$ cat config.mk
export PLATFORM = sky130hd
export DESIGN_NAME = iir_deemph
export DESIGN_NICKNAME = d
export VERILOG_FILES = /design/src/rtl/iir_deemph_pkg.sv /design/src/rtl/iir_deemph.sv
export SDC_FILE = /design/constraint.sdc
export NUM_CORES = 1
export LEC_CHECK = 0
export BUFFER_PORTS_ARGS = -buffer_cell sky130_fd_sc_hd__buf_2
export CORE_UTILIZATION = 45
export CTS_CLUSTER_DIAMETER = 40
export DETAILED_ROUTE_END_ITERATION = 7
export GPL_ROUTABILITY_DRIVEN = 0
export GPL_TIMING_DRIVEN = 0
export SYNTH_ARGS = -nofsm -noshare
export SYNTH_HDL_FRONTEND = slang
export SYNTH_SLANG_ARGS = --single-unit
export TNS_END_PERCENT = 50
$ cat constraint.sdc
create_clock -name clock -period 20.2 [get_ports clock]
set_clock_uncertainty 0.05 [all_clocks]
set_input_delay 1.01 -clock clock [delete_from_list [all_inputs] [get_ports clock]]
set_output_delay 1.01 -clock clock [all_outputs]
set_load 0.1 [all_outputs]
$ cat src/rtl/iir_deemph_pkg.sv
// Shared constants, state encoding and dequantize helper for the FM de-emphasis filter.
// Coefficients are Q.BITS fixed point.
package iir_deemph_pkg;

    localparam int DATA_WIDTH = 32;
    localparam int BITS       = 10;
    localparam int PROD_WIDTH = 2 * DATA_WIDTH;

    localparam logic signed [DATA_WIDTH-1:0] X0 = 32'sd178;
    localparam logic signed [DATA_WIDTH-1:0] X1 = 32'sd178;
    localparam logic signed [DATA_WIDTH-1:0] Y1 = 32'sd666;

    localparam logic signed [PROD_WIDTH-1:0] DQ_BIAS = (64'sd1 <<< BITS) - 64'sd1;

    typedef enum logic [2:0] {
        S_READ  = 3'd0,
        S_M0    = 3'd1,
        S_M1    = 3'd2,
        S_M2    = 3'd3,
        S_WRITE = 3'd4
    } state_t;

    // Divide by 2^BITS rounding toward zero, matching the C golden model, then keep the low word.
    function automatic logic signed [DATA_WIDTH-1:0] dequantize(input logic signed [PROD_WIDTH-1:0] p);
        logic signed [PROD_WIDTH-1:0] biased;
        logic signed [PROD_WIDTH-1:0] shifted;
        biased  = p[PROD_WIDTH-1] ? (p + DQ_BIAS) : p;
        shifted = biased >>> BITS;
        return shifted[DATA_WIDTH-1:0];
    endfunction

endpackage

$ cat src/rtl/iir_deemph.sv
// First-order de-emphasis IIR: y[n] = dq(X0*x[n]) + dq(X1*x[n-1]) + dq(Y1*y[n-1]).
// A single multiplier is shared across the three taps, one tap per cycle.
module iir_deemph
    import iir_deemph_pkg::*;
(
    input  logic                         clock,
    input  logic                         reset,
    output logic                         in_rd_en,
    input  logic                         in_empty,
    input  logic signed [DATA_WIDTH-1:0] in_dout,
    output logic                         out_wr_en,
    input  logic                         out_full,
    output logic signed [DATA_WIDTH-1:0] out_din
);

    state_t state;
    state_t state_next;

    logic signed [DATA_WIDTH-1:0] x_cur;
    logic signed [DATA_WIDTH-1:0] x_prev;
    logic signed [DATA_WIDTH-1:0] y_prev;
    logic signed [DATA_WIDTH-1:0] acc;

    logic signed [DATA_WIDTH-1:0] coef;
    logic signed [DATA_WIDTH-1:0] operand;
    logic signed [PROD_WIDTH-1:0] coef_ext;
    logic signed [PROD_WIDTH-1:0] operand_ext;
    logic signed [PROD_WIDTH-1:0] product;
    logic signed [DATA_WIDTH-1:0] term;

    // Tap select for the shared multiplier
    always_comb begin
        coef    = X0;
        operand = x_cur;
        case (state)
            S_M1: begin
                coef    = X1;
                operand = x_prev;
            end
            S_M2: begin
                coef    = Y1;
                operand = y_prev;
            end
            default: ;
        endcase
        coef_ext    = {{DATA_WIDTH{coef[DATA_WIDTH-1]}}, coef};
        operand_ext = {{DATA_WIDTH{operand[DATA_WIDTH-1]}}, operand};
        product     = coef_ext * operand_ext;
        term        = dequantize(product);
    end

    always_ff @(posedge clock or negedge reset) begin
        if (!reset) begin
            state <= S_READ;
        end else begin
            state <= state_next;
        end
    end

    // Pop is also gated by reset so nothing is consumed while the filter is held
    always_comb begin
        state_next = state;
        in_rd_en   = 1'b0;
        out_wr_en  = 1'b0;
        out_din    = '0;
        case (state)
            S_READ: begin
                if (!in_empty && reset) begin
                    in_rd_en   = 1'b1;
                    state_next = S_M0;
                end
            end
            S_M0:    state_next = S_M1;
            S_M1:    state_next = S_M2;
            S_M2:    state_next = S_WRITE;
            S_WRITE: begin
                if (!out_full) begin
                    out_wr_en  = 1'b1;
                    out_din    = acc;
                    state_next = S_READ;
                end
            end
            default: state_next = S_READ;
        endcase
    end

    // History only advances when the push commits, so a stalled write loses nothing
    always_ff @(posedge clock or negedge reset) begin
        if (!reset) begin
            x_cur  <= '0;
            x_prev <= '0;
            y_prev <= '0;
            acc    <= '0;
        end else begin
            case (state)
                S_READ: begin
                    if (in_rd_en) begin
                        x_cur <= in_dout;
                        acc   <= '0;
                    end
                end
                S_M0, S_M1, S_M2: acc <= acc + term;
                S_WRITE: begin
                    if (out_wr_en) begin
                        y_prev <= acc;
                        x_prev <= x_cur;
                    end
                end
                default: acc <= '0;
            endcase
        end
    end

endmodule

==> out/metrics.cfg <==
[run_status]
status=finished clean

[worst_setup_path]
worst-r2r-cell-count=40
critPathMaxFanout=10
end_kind=flip-flop
cp.required_ps=20490
slowest_delay_ps=680
critPathArrivalTime_ps=12120
crit_type=flip-flop to flip-flop
cp-start-kind=flip-flop
critPathSlowestCell=clkbuf_1

[synth]
syn_nets=2120
syn_area_um2=16050
netlist_instances=1742
ys_seq_area_frac=0.2042
synth_cell_type_count=85
syn_area_per_cell_um2=9.215
synth-seq-cells=131
synth_edf_count=0
synthFlopType=dfrtp_1
ys_warn_count=0
async_flop_share=1.000

[sta]
slew_headroom=0.2905
finalCriticalPeriod_ps=11830
rsz0062_at_grt=no
min_period_over_period=0.5855
max_freq_ghz=0.08456
hold_viol=0
setup_viol=0
finalMaxSlewViolations=0
max_slew.worst_pin.slew_ps=1064
tns_ps=0

[detailed_routing]
drt_iter0_markers=701
routed_via_density=5.307
vias=12210
wl_um=40060
wire_per_inst_um=17.42
ant_nets=0
drt_first_pass_iters=5
route.detailed.drc=0

[global_route]
antenna_found_initial=1
grt_pass1_vias=12370
grt_pass1_wl_um=65980
grt-ovfl-total=0
grt_usage=0.2355
grt_max_degree=75

[die]
io_pins=70
die_x_um=190.9
die-area_um2=36430
die_h_um=190.9
initial_core_util=0.4613
coreArea_um2=34800
row_count=68

[placed_design]
port_buffers=69
hpwl_um=33660

[layout]
final_common_cell=inv_1
fin_nets=2210
syn2layout_area_growth_pct=9.774
n_antenna_cell=0
drive_gt1_frac=0.1285
layout_common_cells=343 x inv_1, 208 x ha_1, 134 x fa_1

[clock_network]
htreeDepth=4
ctsResizeCount=0
cts_inserted_buffers=17
clockBufferDepth=2
tritoncts=built
post_cts_buffers=0
cts.sinks=131
postCtsHoldBufs=0
clkTransAtPathRegs_ps=60
worst_skew_pair.late_latency_ps=450
cts_root_buffer=clkbuf_16

[worst_hold_path]
hp-class=flip-flop to flip-flop
worstHoldPathCells=1

[job]
drv_cap=0

## state kept, by name (all words and copies together), names as in the netlist
signal and count:
y_prev 32, state 3, x_prev 32, acc 32
x_cur 32
## logic make-up (layout without fill, tap and decap cells)
logic type	after synthesis	in the layout	synth area share
buffers and inverters	401	504	0.09447
and+or+nand+nor	398	398	0.1306
adders and majority gates	342	342	0.3292
AOI/OAI and AO/OA	282	282	0.1235
DFF	131	131	0.2042
muxes	103	103	0.07186
xor gates and xnor gates	84	84	0.04583
other	1	1	0.0002336
## cell usage after synthesis (4+ instances only)
cell | number | share of area
a211oi_1 | 11 | 0.0051
nor3b_1 | 4 | 0.0019
o211ai_1 | 11 | 0.0051
a31oi_1 | 6 | 0.0023
nor3_1 | 17 | 0.0053
nand3_1 | 18 | 0.0056
dfrtp_1 | 131 | 0.20
mux2_2 | 98 | 0.069
o21a_1 | 17 | 0.0079
o21ai_1 | 4 | 0.0012
a22o_1 | 40 | 0.022
a32o_1 | 4 | 0.0025
a21oi_1 | 62 | 0.019
nand2_1 | 116 | 0.027
xor2_1 | 27 | 0.015
and3_1 | 39 | 0.015
o21ai_0 | 43 | 0.013
nand2b_1 | 10 | 0.0039
o41ai_1 | 5 | 0.0027
nand3b_1 | 10 | 0.0047
nand4_1 | 22 | 0.0086
nor4_1 | 8 | 0.0031
xnor2_1 | 57 | 0.031
nor2b_1 | 8 | 0.0031
inv_1 | 343 | 0.080
clkbuf_1 | 49 | 0.011
or3_1 | 9 | 0.0035
ha_1 | 208 | 0.16
mux2i_1 | 5 | 0.0031
nor2_1 | 70 | 0.016
and2_1 | 38 | 0.015
a21o_1 | 22 | 0.010
fa_1 | 134 | 0.17
o31ai_1 | 4 | 0.0019
or2_2 | 8 | 0.0031
a21boi_0 | 4 | 0.0019
o21bai_1 | 10 | 0.0047
## per-layer routing
metal,GRT usage,vias up,part of all wire
li1,-,6016,-
met1,0.3426,5915,0.49
met2,0.3593,236,0.44
met3,0.02963,39,0.039
met4,0.07846,0,0.025
met5,0,-,0
## area by class of cell
type	count	area, µm²
plain buffers	57	225.2
flip-flops and latches	131	3278
clock inverters	15	181.4
multi-input cells	1210	11260
inverters	344	1291
fillers	3307	17180
repair buffers	71	386.6
clock buffers	17	425.4
well taps	455	569.3
## critical path: cells and delay by family (launching register included)
| family | cells | cell delay [ps] |
|---|---|---|
| buffers and inverters | 8 | 2140 |
| AND/OR/NAND/NOR | 11 | 2850 |
| AO/OA/AOI/OAI | 12 | 2890 |
| adder cells (fa/ha/maj) | 7 | 2820 |
| XOR/XNOR | 2 | 370 |
| flip-flops | 1 | 560 |
## stage by stage
step	util	setup slack, ps	hold WS [ps]	instances	area, µm²
floorplan	-	10900	422.2	1742	16050
global placement	0.4876	8484	433.9	2266	16970
detailed placement	0.4890	8497	439.2	2268	17020
CTS	0.5064	8447	452.5	2300	17620
global route	0.5064	7612	471.2	2300	17620
finish	0.5064	8374	448.3	2300	17620
## final timing paths
| kind | start | end | slack [ps] |
|---|---|---|---|
| max reg2reg | state[0]$_DFFE_PN0P_ | acc[29]$_DFFE_PN0P_ | 8370 |
| min | y_prev[23]$_DFFE_PN0P_ | y_prev[23]$_DFFE_PN0P_ | 450 |
| max | state[0]$_DFFE_PN0P_ | acc[29]$_DFFE_PN0P_ | 8370 |
| max in group asynchronous | reset | y_prev[25]$_DFFE_PN0P_ | 18860 |
| min reg2reg | y_prev[23]$_DFFE_PN0P_ | y_prev[23]$_DFFE_PN0P_ | 450 |
| min in group asynchronous | reset | x_prev[31]$_DFFE_PN0P_ | 470 |
Power is left out: the tool's default activity adds up to more than one toggle a clock period on the data nets, which glitch-free logic cannot reach.
